## src/rtl/bubble_ctrl_frontend_pkg.sv

```systemverilog
`default_nettype none
// ============================================================================
// Module   : bubble_ctrl_pkg
// Brief    : Shared FSM state type and access-mode codes for the Bubble
//            System control-strobe front end.
// Revision : 1.0 - initial release
// ============================================================================
package bubble_ctrl_pkg;

    typedef enum logic [1:0] {
        IDLE    = 2'd0,
        STANDBY = 2'd1,
        ACCESS  = 2'd2,
        FAULT   = 2'd3
    } state_t;

    localparam logic [2:0] MODE_NONE     = 3'b000;
    localparam logic [2:0] MODE_BOOT     = 3'b001;
    localparam logic [2:0] MODE_BOOT_REP = 3'b010;
    localparam logic [2:0] MODE_PAGE     = 3'b011;
    localparam logic [2:0] MODE_PAGE_REP = 3'b100;

    // Map the active-low boot/replicate enables onto an access class
    function automatic logic [2:0] classify(input logic i_nbooten, input logic i_nrepen);
        logic [2:0] w_mode;
        case ({i_nbooten, i_nrepen})
            2'b01:   w_mode = MODE_BOOT;
            2'b00:   w_mode = MODE_BOOT_REP;
            2'b11:   w_mode = MODE_PAGE;
            default: w_mode = MODE_PAGE_REP;
        endcase
        return w_mode;
    endfunction

endpackage
`default_nettype wire

```

## src/rtl/bubble_ctrl_frontend_if.sv

```systemverilog
`default_nettype none
// ============================================================================
// Module   : bubble_ctrl_frontend_if
// Brief    : Raw host strobes in, filtered strobes and access status out.
// Revision : 1.0 - initial release
// ============================================================================
interface bubble_ctrl_frontend_if #(
    parameter int CNT_W = 16
);
    logic             nBSS;
    logic             nBSEN;
    logic             nREPEN;
    logic             nBOOTEN;
    logic             nSWAPEN;
    logic             nBSS_F;
    logic             nBSEN_F;
    logic             nREPEN_F;
    logic             nBOOTEN_F;
    logic             nSWAPEN_F;
    logic             ACC_START;
    logic             ACC_END;
    logic             ACC_ABORT;
    logic [2:0]       ACCMODE;
    logic             BUSY;
    logic [CNT_W-1:0] ACCCNT;
    logic             ERR;

    modport master (
        output nBSS, nBSEN, nREPEN, nBOOTEN, nSWAPEN,
        input  nBSS_F, nBSEN_F, nREPEN_F, nBOOTEN_F, nSWAPEN_F,
        input  ACC_START, ACC_END, ACC_ABORT, ACCMODE, BUSY, ACCCNT, ERR
    );

    modport slave (
        input  nBSS, nBSEN, nREPEN, nBOOTEN, nSWAPEN,
        output nBSS_F, nBSEN_F, nREPEN_F, nBOOTEN_F, nSWAPEN_F,
        output ACC_START, ACC_END, ACC_ABORT, ACCMODE, BUSY, ACCCNT, ERR
    );
endinterface
`default_nettype wire

```

## src/rtl/bubble_ctrl_frontend_sig_filter.sv

```systemverilog
`default_nettype none
// ============================================================================
// Module   : sig_filter
// Brief    : 2-FF synchroniser followed by a hold-time glitch filter. The
//            output follows a new level only after it has been stable for
//            FILT_LEN synchronised cycles.
// Revision : 1.0 - initial release
// ============================================================================
module sig_filter #(
    parameter int FILT_LEN = 4
) (
    input  wire logic clk,
    input  wire logic rst,
    input  wire logic i_raw,
    output logic      o_filt
);
    logic       r_s1;
    logic       r_s2;
    logic       r_filt;
    logic [3:0] r_cnt;

    // Two-stage synchroniser; idles high like the strobes it carries
    always_ff @(posedge clk or posedge rst) begin
        if (rst) begin
            r_s1 <= 1'b1;
            r_s2 <= 1'b1;
        end else begin
            r_s1 <= i_raw;
            r_s2 <= r_s1;
        end
    end

    // Count consecutive disagreeing cycles; adopt the new level on the last one
    always_ff @(posedge clk or posedge rst) begin
        if (rst) begin
            r_filt <= 1'b1;
            r_cnt  <= 4'd0;
        end else if (r_s2 == r_filt) begin
            r_cnt  <= 4'd0;
        end else if (r_cnt == 4'(FILT_LEN - 1)) begin
            r_filt <= r_s2;
            r_cnt  <= 4'd0;
        end else begin
            r_cnt  <= r_cnt + 4'd1;
        end
    end

    assign o_filt = r_filt;
endmodule
`default_nettype wire

```

## src/rtl/bubble_ctrl_frontend.sv

```systemverilog
`default_nettype none
// ============================================================================
// Module   : bubble_ctrl_frontend
// Brief    : Filters the Bubble System host strobes, tracks the access
//            sequence, classifies each access and reports start/end/abort,
//            a completed-access count and a sticky protocol error.
// Revision : 1.0 - initial release
// ============================================================================
import bubble_ctrl_pkg::*;

module bubble_ctrl_frontend #(
    parameter int FILT_LEN = 4,
    parameter int CNT_W    = 16
) (
    input  wire logic        MCLK,
    input  wire logic        RST,
    bubble_ctrl_frontend_if.slave bus
);
    // Strobe index: 0 nBSS, 1 nBSEN, 2 nREPEN, 3 nBOOTEN, 4 nSWAPEN
    logic [4:0]       w_raw;
    logic [4:0]       w_filt;
    logic             r_bss_d;
    logic             r_bsen_d;
    state_t           r_state;
    state_t           w_next;
    logic             w_start;
    logic             w_end;
    logic             w_abort;
    logic             w_err_set;
    logic             w_bss_fall;
    logic             w_bss_rise;
    logic             w_bsen_fall;
    logic             w_bsen_rise;
    logic             r_start;
    logic             r_end;
    logic             r_abort;
    logic [2:0]       r_mode;
    logic [CNT_W-1:0] r_cnt;
    logic             r_err;

    assign w_raw = {bus.nSWAPEN, bus.nBOOTEN, bus.nREPEN, bus.nBSEN, bus.nBSS};

    generate
        for (genvar gi = 0; gi < 5; gi++) begin : g_filt
            sig_filter #(.FILT_LEN(FILT_LEN)) u_filt (
                .clk    (MCLK),
                .rst    (RST),
                .i_raw  (w_raw[gi]),
                .o_filt (w_filt[gi])
            );
        end
    endgenerate

    // Delayed copies of the filtered select strobes for edge detection
    always_ff @(posedge MCLK or posedge RST) begin
        if (RST) begin
            r_bss_d  <= 1'b1;
            r_bsen_d <= 1'b1;
        end else begin
            r_bss_d  <= w_filt[0];
            r_bsen_d <= w_filt[1];
        end
    end

    assign w_bss_fall  =  r_bss_d  & ~w_filt[0];
    assign w_bss_rise  = ~r_bss_d  &  w_filt[0];
    assign w_bsen_fall =  r_bsen_d & ~w_filt[1];
    assign w_bsen_rise = ~r_bsen_d &  w_filt[1];

    // FSM state register
    always_ff @(posedge MCLK or posedge RST) begin
        if (RST) begin
            r_state <= IDLE;
        end else begin
            r_state <= w_next;
        end
    end

    // Next state and event strobes; a select release always wins as an abort
    always_comb begin
        w_next    = r_state;
        w_start   = 1'b0;
        w_end     = 1'b0;
        w_abort   = 1'b0;
        w_err_set = 1'b0;
        case (r_state)
            IDLE: begin
                if (w_bsen_fall && w_filt[0]) begin
                    w_next    = FAULT;
                    w_err_set = 1'b1;
                end else if (w_bss_fall) begin
                    w_next = STANDBY;
                end
            end
            STANDBY: begin
                if (w_bss_rise) begin
                    w_next = IDLE;
                end else if (w_bsen_fall) begin
                    w_next  = ACCESS;
                    w_start = 1'b1;
                end
            end
            ACCESS: begin
                if (w_bss_rise) begin
                    w_next    = IDLE;
                    w_abort   = 1'b1;
                    w_err_set = 1'b1;
                end else if (w_bsen_rise) begin
                    w_next = STANDBY;
                    w_end  = 1'b1;
                end
            end
            FAULT: begin
                if (w_filt[1]) begin
                    w_next = w_filt[0] ? IDLE : STANDBY;
                end
            end
            default: w_next = IDLE;
        endcase
    end

    // Registered pulses, access class, completion counter and sticky error
    always_ff @(posedge MCLK or posedge RST) begin
        if (RST) begin
            r_start <= 1'b0;
            r_end   <= 1'b0;
            r_abort <= 1'b0;
            r_mode  <= MODE_NONE;
            r_cnt   <= '0;
            r_err   <= 1'b0;
        end else begin
            r_start <= w_start;
            r_end   <= w_end;
            r_abort <= w_abort;
            if (w_start) begin
                r_mode <= classify(w_filt[3], w_filt[2]);
            end
            if (w_end) begin
                r_cnt <= r_cnt + 1'b1;
            end
            if (w_err_set) begin
                r_err <= 1'b1;
            end
        end
    end

    assign bus.nBSS_F    = w_filt[0];
    assign bus.nBSEN_F   = w_filt[1];
    assign bus.nREPEN_F  = w_filt[2];
    assign bus.nBOOTEN_F = w_filt[3];
    assign bus.nSWAPEN_F = w_filt[4];
    assign bus.ACC_START = r_start;
    assign bus.ACC_END   = r_end;
    assign bus.ACC_ABORT = r_abort;
    assign bus.ACCMODE   = r_mode;
    assign bus.BUSY      = (r_state == ACCESS);
    assign bus.ACCCNT    = r_cnt;
    assign bus.ERR       = r_err;
endmodule
`default_nettype wire

```

## src/flat_wrapper.sv

```systemverilog
// flat-port wrapper written by rule: the top's interface ports become plain ports
module bubble_ctrl_frontend_flat 
#(
    parameter int FILT_LEN = 4,
    parameter int CNT_W    = 16
)
  (MCLK, RST, bus_nBSS, bus_nBSEN, bus_nREPEN, bus_nBOOTEN, bus_nSWAPEN, bus_nBSS_F, bus_nBSEN_F, bus_nREPEN_F, bus_nBOOTEN_F, bus_nSWAPEN_F, bus_ACC_START, bus_ACC_END, bus_ACC_ABORT, bus_ACCMODE, bus_BUSY, bus_ACCCNT, bus_ERR);
  bubble_ctrl_frontend_if #(.CNT_W(CNT_W)) bus_i ();
  input  wire logic MCLK;
  input  wire logic RST;
  input wire logic [$bits(bus_i.nBSS)-1:0] bus_nBSS;
  input wire logic [$bits(bus_i.nBSEN)-1:0] bus_nBSEN;
  input wire logic [$bits(bus_i.nREPEN)-1:0] bus_nREPEN;
  input wire logic [$bits(bus_i.nBOOTEN)-1:0] bus_nBOOTEN;
  input wire logic [$bits(bus_i.nSWAPEN)-1:0] bus_nSWAPEN;
  output wire logic [$bits(bus_i.nBSS_F)-1:0] bus_nBSS_F;
  output wire logic [$bits(bus_i.nBSEN_F)-1:0] bus_nBSEN_F;
  output wire logic [$bits(bus_i.nREPEN_F)-1:0] bus_nREPEN_F;
  output wire logic [$bits(bus_i.nBOOTEN_F)-1:0] bus_nBOOTEN_F;
  output wire logic [$bits(bus_i.nSWAPEN_F)-1:0] bus_nSWAPEN_F;
  output wire logic [$bits(bus_i.ACC_START)-1:0] bus_ACC_START;
  output wire logic [$bits(bus_i.ACC_END)-1:0] bus_ACC_END;
  output wire logic [$bits(bus_i.ACC_ABORT)-1:0] bus_ACC_ABORT;
  output wire logic [$bits(bus_i.ACCMODE)-1:0] bus_ACCMODE;
  output wire logic [$bits(bus_i.BUSY)-1:0] bus_BUSY;
  output wire logic [$bits(bus_i.ACCCNT)-1:0] bus_ACCCNT;
  output wire logic [$bits(bus_i.ERR)-1:0] bus_ERR;
  assign bus_i.nBSS = bus_nBSS;
  assign bus_i.nBSEN = bus_nBSEN;
  assign bus_i.nREPEN = bus_nREPEN;
  assign bus_i.nBOOTEN = bus_nBOOTEN;
  assign bus_i.nSWAPEN = bus_nSWAPEN;
  assign bus_nBSS_F = bus_i.nBSS_F;
  assign bus_nBSEN_F = bus_i.nBSEN_F;
  assign bus_nREPEN_F = bus_i.nREPEN_F;
  assign bus_nBOOTEN_F = bus_i.nBOOTEN_F;
  assign bus_nSWAPEN_F = bus_i.nSWAPEN_F;
  assign bus_ACC_START = bus_i.ACC_START;
  assign bus_ACC_END = bus_i.ACC_END;
  assign bus_ACC_ABORT = bus_i.ACC_ABORT;
  assign bus_ACCMODE = bus_i.ACCMODE;
  assign bus_BUSY = bus_i.BUSY;
  assign bus_ACCCNT = bus_i.ACCCNT;
  assign bus_ERR = bus_i.ERR;
  bubble_ctrl_frontend #(.FILT_LEN(FILT_LEN), .CNT_W(CNT_W)) u_core (.MCLK(MCLK), .RST(RST), .bus(bus_i));
endmodule
```

## config.mk

```make
export PLATFORM = sky130hd
export DESIGN_NAME = bubble_ctrl_frontend_flat
export DESIGN_NICKNAME = d
export VERILOG_FILES = /design/src/rtl/bubble_ctrl_frontend_pkg.sv /design/src/rtl/bubble_ctrl_frontend_if.sv /design/src/rtl/bubble_ctrl_frontend_sig_filter.sv /design/src/rtl/bubble_ctrl_frontend.sv /design/src/flat_wrapper.sv
export SDC_FILE = /design/constraint.sdc
export NUM_CORES = 1
export LEC_CHECK = 0
export CAP_MARGIN = 30
export CORE_MARGIN = 1
export CORE_UTILIZATION = 50
export DETAILED_ROUTE_END_ITERATION = 8
export PLACE_DENSITY = 0.76
export SLEW_MARGIN = 15
export SYNTH_ARGS = -nofsm -noshare
export SYNTH_HDL_FRONTEND = slang
export SYNTH_HIERARCHICAL = 1
export SYNTH_SLANG_ARGS = --single-unit
```

## constraint.sdc

```tcl
create_clock -name MCLK -period 1.7 [get_ports MCLK]
set_input_delay 0.255 -clock MCLK [delete_from_list [all_inputs] [get_ports MCLK]]
set_output_delay 0.255 -clock MCLK [all_outputs]
set_load 0.05 [all_outputs]
```

==> key figures <==
Outcome
  – Status: complete, but fails checks
  – Failing checks: setup timing

STA
  – Worst slew pin tran: 0.482 ns
  – Tmin final: about 1.7 ns
  – Final Hold Fails: 0
  – Final worst-path setup slack: -0.0152 ns
  – FMAX: 583 MHz
  – Final Max Slew Viols: 0
  – Setup violators final: 1
  – Setup Skew: 0.0118 ns
  – RSZ-0062 raised after global routing: true
  – Final worst-path cycle share: 1.01
  – Total Neg Setup Slack: -0.0152 ns
  – Slew headroom: 0.680

Worst setup path
  – Worst endpoint data arrival time: approximately 2 ns
  – Slowest-stage cell, CP: dfstp_4
  – Largest stage delay, worst path: 0.63 ns
  – Critical Setup Path Class: flip-flop to flip-flop
  – Worst endpoint required time: 1.96 ns
  – Crit path from: u_core/g_filt[1].u_filt/o_filt
  – Worst setup EP type: flip-flop
  – Reg2Reg Setup Slack: -0.02 ns
  – Setup crit start kind: flip-flop
  – CP max FO: 5
  – CP Cell Sequence: nand2b_4 -> or4_4 -> clkbuf_16 -> nor3_4 -> xor2_1
  – CP Buf/Inv Count: 1
  – Top delay family on crit path: simple AND/OR/NAND/NOR gates
  – Worst Reg-to-Reg Cells: 5
  – Worst setup endpoint: u_core/bus.ACCCNT[13]
  – RR Startpoint: u_core/g_filt[1].u_filt/o_filt
  – Reg2Reg Capture Point: u_core/bus.ACCCNT[13]
  – Critical path depth: 5

Layout
  – Total Nets Final: between 200 and 300
  – Commonest cells after routing, fill and taps aside: 41 x dfrtp_1, 33 x buf_4, 16 x dfstp_2
  – Commonest non-fill, non-tap cell in the layout: dfrtp_1
  – Post-Layout Inst Area: approximately 3700 µm²
  – N_diodes: 0
  – Fillers: 403
  – Ratio of cells with drive above 1 in the final layout: 0.394
  – Layout area overhead: 28.5%
  – Non-Filler Instances: 356

CTS
  – Clock Sinks: 62
  – H-Tree Depth: 3
  – Clock Latency Late Sink: ~0.34 ns
  – Hold_buf cts: 0
  – CTS buffer count: 9
  – TritonCTS clock tree: done
  – Clock root buffer: clkbuf_8
  – Clk slew on worst S/H paths: 0.07 ns
  – Clock buffer depth: 2

Global routing
  – Gr ovfl total: 0
  – Initial antenna violation count: 0
  – First-pass GRT wire length: 8.78 mm
  – Pin count of the biggest net entering global routing: 15
  – GRT Resource Usage Total: 0.194
  – Vias in the first global route: 1870

Floorplanning
  – Die Y: 77.7 µm
  – Rows: 27
  – Core Region: 5510 µm²
  – Initial Utilization: 0.520
  – Chip Width: 77.7 µm
  – Die ar.: approximately 6000 µm²
  – I/O pins: 36

Power
  – Combinational share of power: 0.366
  – PD cells: 1480 nW/µm²
  – NetSw: 1.97 mW
  – VDD IR-drop max: 0.933 mV
  – Int Pwr: 3.49 mW
  – Clock share of power: 0.235
  – Switching portion of total power: 0.362
  – Leak: 1.72 nW
  – Sequential power share: 0.399

Routing
  – Final ANT Viol Nets: 0
  – Vias: 1853
  – Via/cell ratio: ~5.2
  – Total Wirelength: 5.11 mm
  – Initial DRC Count: between 60 and 70
  – # DRC: 0
  – First drt pass iteration count: 4
  – Wirelength per Cell: between 10 and 15 µm

Synth
  – Synth Area in XOR/XNOR: 0.0611
  – Synth Area in Adders: 0.0393
  – Synth cell types: 39
  – Mux share of post-synthesis cell area: 0.0314
  – Register bit total from synthesis: 62
  – Syn_area_per_cell: 12.9 µm²
  – Simple logic cell fraction of the synthesized area: 0.186
  – Main combinational cell family by area after synthesis: simple AND/OR/NAND/NOR gates
  – Synth Warn #: 6
  – EDFF count, synth: 0
  – Area of the mapped netlist: 2870 µm²
  – Synth Instances: 222
  – Dominant synthesized flop cell: dfrtp_1
  – Seq/Total Area, Yosys: 0.549
  – Compound-cell area share of the yosys netlist: 0.106
  – Asr flop ratio synth: 1.00
  – Post-Syn Nets: 238

Placement
  – HPWL Detailed: ~3.5 mm
  – Gpl congestion: 0.793
  – Dpl cells: 338
  – IO buf count: 35
  – DP Area: 3420 µm²

Min path
  – Hold Crit Class: primary input to async pin

Job
  – Max_cap viols: 0
timing repair:
item,CTS,global route
endpoints found under the setup margin,2,11
gates resized for setup,1,8
pin swaps,0,4
gates cloned,0,1
endpoints found under the hold margin,0,0
setup buffers,0,1
area by class of cell:
class                   count  area [µm²]  area share
multi-input cells         143        1270       0.345
flip-flops and latches     62        1580       0.429
clock inverters             1        30.0     0.00815
repair buffers             49         493       0.134
well taps                  72        90.1      0.0245
inverters                  14        52.6      0.0143
clock buffers              15         166      0.0452
synthesized netlist by cell type (all sizes together), types with 2 or more instances:
master	number	share of area
nor3	12	0.030
o21ai	2	0.0035
ha	9	0.039
a21oi	13	0.029
o22ai	5	0.011
nand4	2	0.0044
nor3b	6	0.024
nand2b	9	0.022
and4	6	0.023
nand3	7	0.012
a2111oi	6	0.051
inv	14	0.018
mux2	8	0.031
nor2	10	0.013
nand3b	5	0.013
xnor2	10	0.031
buf	2	0.0079
xor2	10	0.031
nor4	3	0.012
nand2	6	0.0079
dfstp	17	0.16
nor2b	8	0.017
dfrtp	45	0.39
per-layer routing:
layer / track usage / vias to the layer above / share of wire
met3: 0.0682 / 11 / 0.043
met4: 0.102 / 0 / 0.015
met5: 0 / - / 0
met1: 0.224 / 905 / 0.44
met2: 0.317 / 32 / 0.50
li1: - / 905 / -
worst min path at each step:
stage | endpoint | slack [ns] | cells past startpoint
finish | u_core/r_state[0] | 0.20 | 2
global route | u_core/bus.ACCMODE[1] | 0.22 | 2
floorplan | u_core/g_filt[1].u_filt/r_cnt[0] | 0.06 | 1
global placement | u_core/g_filt[3].u_filt/r_s2 | 0.35 | 0
CTS | u_core/bus.ACCMODE[1] | 0.19 | 2
detailed placement | u_core/g_filt[4].u_filt/r_s2 | 0.35 | 0
logic make-up after synthesis:
| kind of cell | after synthesis |
|---|---|
| buffers and inverters | 17 |
| DFF | 62 |
| AOI/OAI and AO/OA | 30 |
| xor gates and xnor gates | 20 |
| adders and majority gates | 9 |
| muxes | 8 |
| and+or+nand+nor | 76 |
sequential cells by signal, indices dropped and copies added, names as in the netlist, 2 cells and up:
| register | flops |
|---|---|
| u_core/bus.ACCCNT | 16 |
| u_core/bus.ACCMODE | 3 |
| u_core/g_filt.u_filt/o_filt | 5 |
| u_core/g_filt.u_filt/r_cnt | 20 |
| u_core/g_filt.u_filt/r_s1 | 5 |
| u_core/g_filt.u_filt/r_s2 | 5 |
| u_core/r_state | 2 |
power by group through the flow:
stage               Sequential (mW)  Combinational [mW]  Clock (mW)
floorplan                      2.64               0.776           0
global placement               2.19                1.91           0
detailed placement             2.20                1.95           0
CTS                            2.18                1.98        1.32
global route                   2.23                2.17        1.39
finish                         2.18                2.00        1.28
metrics by stage:
| step | util | setup slack [ns] | hold slack, ns | total power [mW] |
|---|---|---|---|---|
| detailed placement | 0.621 | 0.0189 | 0.347 | 4.15 |
| floorplan | - | -0.0715 | 0.0562 | 3.42 |
| CTS | 0.657 | -0.00373 | 0.193 | 5.47 |
| global placement | 0.621 | 0.0453 | 0.346 | 4.10 |
| global route | 0.669 | -0.0591 | 0.223 | 5.79 |
| finish | 0.669 | -0.0152 | 0.196 | 5.46 |
No activity file was read; power rests on OpenSTA's default activity.
==> patch 1, RTL diff (config.mk and constraints unchanged) <==
`CNT_W` is set to 16 in 3 places; all go to 32.
--- a/src/rtl/bubble_ctrl_frontend_if.sv
+++ b/src/rtl/bubble_ctrl_frontend_if.sv
@@ -5,7 +5,7 @@
 // Revision : 1.0 - initial release
 // ============================================================================
 interface bubble_ctrl_frontend_if #(
-    parameter int CNT_W = 16
+    parameter int CNT_W = 32
 );
     logic             nBSS;
     logic             nBSEN;
--- a/src/rtl/bubble_ctrl_frontend.sv
+++ b/src/rtl/bubble_ctrl_frontend.sv
@@ -10,7 +10,7 @@
 
 module bubble_ctrl_frontend #(
     parameter int FILT_LEN = 4,
-    parameter int CNT_W    = 16
+    parameter int CNT_W    = 32
 ) (
     input  wire logic        MCLK,
     input  wire logic        RST,
--- a/src/flat_wrapper.sv
+++ b/src/flat_wrapper.sv
@@ -2,7 +2,7 @@
 module bubble_ctrl_frontend_flat 
 #(
     parameter int FILT_LEN = 4,
-    parameter int CNT_W    = 16
+    parameter int CNT_W    = 32
 )
   (MCLK, RST, bus_nBSS, bus_nBSEN, bus_nREPEN, bus_nBOOTEN, bus_nSWAPEN, bus_nBSS_F, bus_nBSEN_F, bus_nREPEN_F, bus_nBOOTEN_F, bus_nSWAPEN_F, bus_ACC_START, bus_ACC_END, bus_ACC_ABORT, bus_ACCMODE, bus_BUSY, bus_ACCCNT, bus_ERR);
   bubble_ctrl_frontend_if #(.CNT_W(CNT_W)) bus_i ();
Ports: changed (resized bus_ACCCNT); port bits go from 36 to 52. No check against the original RTL was run, so the function may have changed too.
==> patch 1 against the original RTL <==
Clock power increased by 5%. Die area is 27% higher. Sequential cell count increased by 16. Wire length is 30% higher. Via count grew 31%. Design area grew 25%. Synthesized cell count grew 29%. Critical path depth shrank 1. Synthesized area is 27% higher. Sequential power is 18% higher. Worst setup slack improved by 0.095 ns. Power increased by 8.7%. Non-clock buffer count is 19 higher. Largest cell class unchanged.
==> patch 1: results (changes against the original RTL) <==
| Metric | Value |
|---|---|
| Clock Skews | `0.00992 ns (-0.00190 ns)` |
| Clock Latency Late Sink | `0.35 ns` |
| Min-delay worst type | `input pin to flip-flop` |
| Syn_nets | `302 (+27%)` |
| Seq/Total Area, Yosys | `0.541 (-0.00810)` |
| R2R depth | `4 (-1)` |
| Largest net degree at the start of global routing | `30 (+15)` |
| Min-Delay Path Depth | `1` |
| Critical path endpoint | `u_core/bus.ACCMODE[2]` |
| Power Density | `1290 nW/um^2 (-13%)` |
| Share of post-route cells with drive strength above 1 | `0.403 (+0.00890)` |
| Maximum clock path buffer count | `2 (unchanged)` |
| Nets@finish | `378 (+28%)` |
| 1st-pass router iterations | `4 (unchanged)` |
| WL/cell | `14.3 um (-0.31%)` |
| Maximum vdd drop | `0.000996 V (+6.6%)` |
| Synth top cells by count | `61 x dfrtp_1, 33 x xnor2_1, 19 x nand4_1, 17 x dfstp_2, 14 x inv_1` |
| Initial antenna violation count | `0 (unchanged)` |
| DP HPWL | `4820 um (+36%)` |
| R2R Path Start | `u_core/g_filt[1].u_filt/o_filt` |
| Synth Warn # | `6 (unchanged)` |
| Final number of setup-violating endpoints | `0 (-1)` |
| Status | `finished, final reports clean` |
| First-pass GRT wire length | `11200 um (+27%)` |
| DRT iter0 DRCs | `75 (+8.7%)` |
| R2R Setup Slk | `0.08 ns (+0.10 ns)` |
| Max FFs per register | `32 (+60%)` |
| H-Tree Depth | `3 (unchanged)` |
| Clk slew on worst S/H paths | `around 0.080 ns` |
| Clock root cell | `clkbuf_8` |
| Synth top area cells | `dfrtp_1 42%, dfstp_2 12%, xnor2_1 7.9%, a2111oi_4 3.8%, nand4_1 3.3%` |
| Synth unique cells | `39 (unchanged)` |
| Syn_area_per_cell | `12.8 um^2 (-1.2%)` |
| Worst rel slew slack | `0.689 (+0.00960)` |
| Vias | `2425 (+31%)` |
| Gr usage total | `0.191 (-0.00277)` |
| Leak Pwr | `2.02 nW (+18%)` |
| GPL Wtd Cong | `0.807 (+1.8%)` |
| DP Area | `4380 um^2 (+28%)` |
| Ys async rst share | `1.00 (unchanged)` |
| CP max FO | `6 (+1)` |
| Port buffer count | `51 (+46%)` |
patch 1: power by group:
part | internal (mW) | switching [mW] | leakage [nW]
combinational | 0.884 | 1.14 | 0.946
clock | 0.667 | 0.672 | 0.0948
sequential | 2.22 | 0.350 | 0.979
total | 3.78 | 2.16 | 2.02
patch 1: cells by family (layout without fill, tap and decap cells):
group,count (synthesis),count (layout),synth area share
compound gates,29,29,0.0802
xor+xnor,36,36,0.0864
fa+ha+maj,9,9,0.0309
buf+inv,17,98,0.0182
flops,78,78,0.541
mux,11,11,0.0333
simple gates,106,106,0.210
patch 1: worst max-delay path, cell delays in order (launching register included):
cell,delay [ns]
dfstp_4,0.50
nand2b_1,0.16
or3_1,0.31
nand2b_1,0.22
mux2_1,0.33
patch 1: layer usage:
| layer | up-vias | share of wire | track usage |
|---|---|---|---|
| met5 | - | 0 | 0 |
| met4 | 0 | 0.011 | 0.0671 |
| met3 | 9 | 0.053 | 0.0626 |
| met2 | 66 | 0.48 | 0.305 |
| met1 | 1175 | 0.45 | 0.245 |
| li1 | 1175 | - | - |
patch 1: through the flow:
stage	hold slack, ns	setup TNS, ns	cells	worst slack [ns]
2_1_floorplan	0.0562	-0.0748	286	-0.0345
3_3_place_gp	0.346	0	445	0.0950
3_5_place_dp	0.347	0	445	0.0560
4_1_cts	0.288	0	461	0.0595
5_1_grt	0.278	-0.0168	463	-0.0168
6_report	0.303	0	463	0.0801
patch 1: repair_timing:
action / in CTS / in global routing
resized for setup: 0 / 3
setup endpoints to repair: 0 / 8
hold buffers: 0 / 0
buffers inserted: 0 / 2
patch 1: final cells by class:
class                      count  area (um^2)
clock buffer                   9          124
clock inverter                 7         65.1
fill                         540         2310
inverter                      14         52.6
multi-input combinational    191         1630
sequential                    78         2000
tap                           96          120
timing repair buffer          68          604
==> patch 2, RTL diff (same flow settings) <==
Without the edit above. Re-encode `state_t` (4 states) as one-hot, 4 bits wide.
--- a/src/rtl/bubble_ctrl_frontend_pkg.sv
+++ b/src/rtl/bubble_ctrl_frontend_pkg.sv
@@ -7,11 +7,11 @@
 // ============================================================================
 package bubble_ctrl_pkg;
 
-    typedef enum logic [1:0] {
-        IDLE    = 2'd0,
-        STANDBY = 2'd1,
-        ACCESS  = 2'd2,
-        FAULT   = 2'd3
+    typedef enum logic [3:0] {
+        IDLE    = 4'b0001,
+        STANDBY = 4'b0010,
+        ACCESS  = 4'b0100,
+        FAULT   = 4'b1000
     } state_t;
 
     localparam logic [2:0] MODE_NONE     = 3'b000;
Function: no difference found for any inputs over 10 cycles, from zero or initial values and one cycle with RST high; not proved beyond that.
==> patch 2 against the original RTL <==
Clock skew decreased by 0.0045 ns. Largest power group unchanged. Wire length increased by 8.6%. Largest cell class unchanged. Sequential cell count is 2 higher. Sequential share of layout area shrank 0.11 points. Worst setup slack worse by 0.18 ns. Power fell by 4.1%. The flow still finishes with violations (setup timing). Design area up 3.0%. Final cell count increased by 2.5%. Synthesized area increased by 3.1%. Non-clock buffer count up 1.
==> patch 2: results (changes against the original RTL) <==
| Metric | Value |
|---|---|
| DRT iter0 DRCs | `70 (+1.4%)` |
| Vias in the first global route | `1994 (+6.6%)` |
| Nets@finish | `304 (+3.1%)` |
| CP max stage cell | `or4b_4` |
| Gr usage total | `0.201 (+0.00684)` |
| Largest net degree at the start of global routing | `30 (+15)` |
| Crit path largest cell delay | `0.55 ns (-0.08 ns)` |
| Syn_nets | `245 (+2.9%)` |
| P_sw | `1.83 mW (-7.4%)` |
| Synth top cells by count | `46 x dfrtp_1, 18 x dfstp_2, 16 x xnor2_1, 11 x inv_1, 11 x nor2_1` |
| Synth top area cells | `dfrtp_1 39%, dfstp_2 16%, xnor2_1 4.7%, a2111oi_4 4.7%, ha_1 3.8%` |
| Status | `finished, violations left` |
| CP max FO | `4 (-1)` |
| Switching Share | `0.349 (-0.0127)` |
| Final number of setup-violating endpoints | `18 (+17)` |
| Min-delay worst type | `input pin to flip-flop` |
| DP HPWL | `3840 um (+8.3%)` |
| Post-Place Setup Slack | `-0.192 ns (-0.211 ns)` |
| Leak Pwr | `1.75 nW (+2.1%)` |
| Post-CTS setup buffers | `1 (+1)` |
| Final Hold Slack | `0.324 ns (+0.127 ns)` |
| DP Area | `3500 um^2 (+2.2%)` |
| WL/cell | `15.2 um (+5.9%)` |
| Vias | `1966 (+6.1%)` |
| Worst setup slack after layout | `-0.199 ns (-0.184 ns)` |
| Failing checks | `setup timing` |
| Worst Tran Pin Value | `0.482 ns (-0.000225 ns)` |
| Clock Skews | `0.00735 ns (-0.00447 ns)` |
==> patch 2: worst reg2reg max path, cell delays in order, from the launching register on <==
cell     delay [ns]
dfstp_2        0.37
or4b_4         0.55
nor4b_4        0.32
and2_4         0.26
nand4_4        0.12
xnor2_1        0.16
==> patch 2: kinds of logic (layout without fill, tap and decap cells) <==
| logic type | count (synthesis) | count (layout) | synth area share |
|---|---|---|---|
| xor gates and xnor gates | 21 | 21 | 0.0623 |
| DFF | 64 | 64 | 0.550 |
| and+or+nand+nor | 81 | 81 | 0.189 |
| muxes | 8 | 8 | 0.0305 |
| adders and majority gates | 9 | 9 | 0.0381 |
| buffers and inverters | 13 | 77 | 0.0203 |
| AOI/OAI and AO/OA | 33 | 33 | 0.110 |
==> patch 2: layout make-up <==
type	instances	area, um^2	area share
multi-input cells	152	1350	0.356
inverters	11	41.3	0.0109
well taps	72	90.1	0.0238
flip-flops and latches	64	1620	0.428
clock inverters	3	40.0	0.0106
repair buffers	50	487	0.128
clock buffers	13	159	0.0419
==> patch 2: final timing paths <==
| check | startpoint | endpoint | depth (start not counted) |
|---|---|---|---|
| max | u_core/r_state[0] | u_core/bus.ACCCNT[11] | 5 |
| min | bus_nSWAPEN | u_core/g_filt[4].u_filt/r_s1 | 1 |
| max reg2reg | u_core/r_state[0] | u_core/bus.ACCCNT[11] | 5 |
| min reg2reg | u_core/g_filt[1].u_filt/r_s1 | u_core/g_filt[1].u_filt/r_s2 | 0 |
| max in group asynchronous | RST | u_core/r_bss_d | 3 |
| min in group asynchronous | RST | u_core/g_filt[2].u_filt/r_cnt[0] | 2 |
==> patch 2: layer usage <==
metal  up-vias  GRT usage  routed length, um
li1        937          -                  -
met1       971      0.244               2410
met2        50      0.332               2810
met3         8     0.0724                262
met4         0     0.0673                 63
met5         -          0                  0
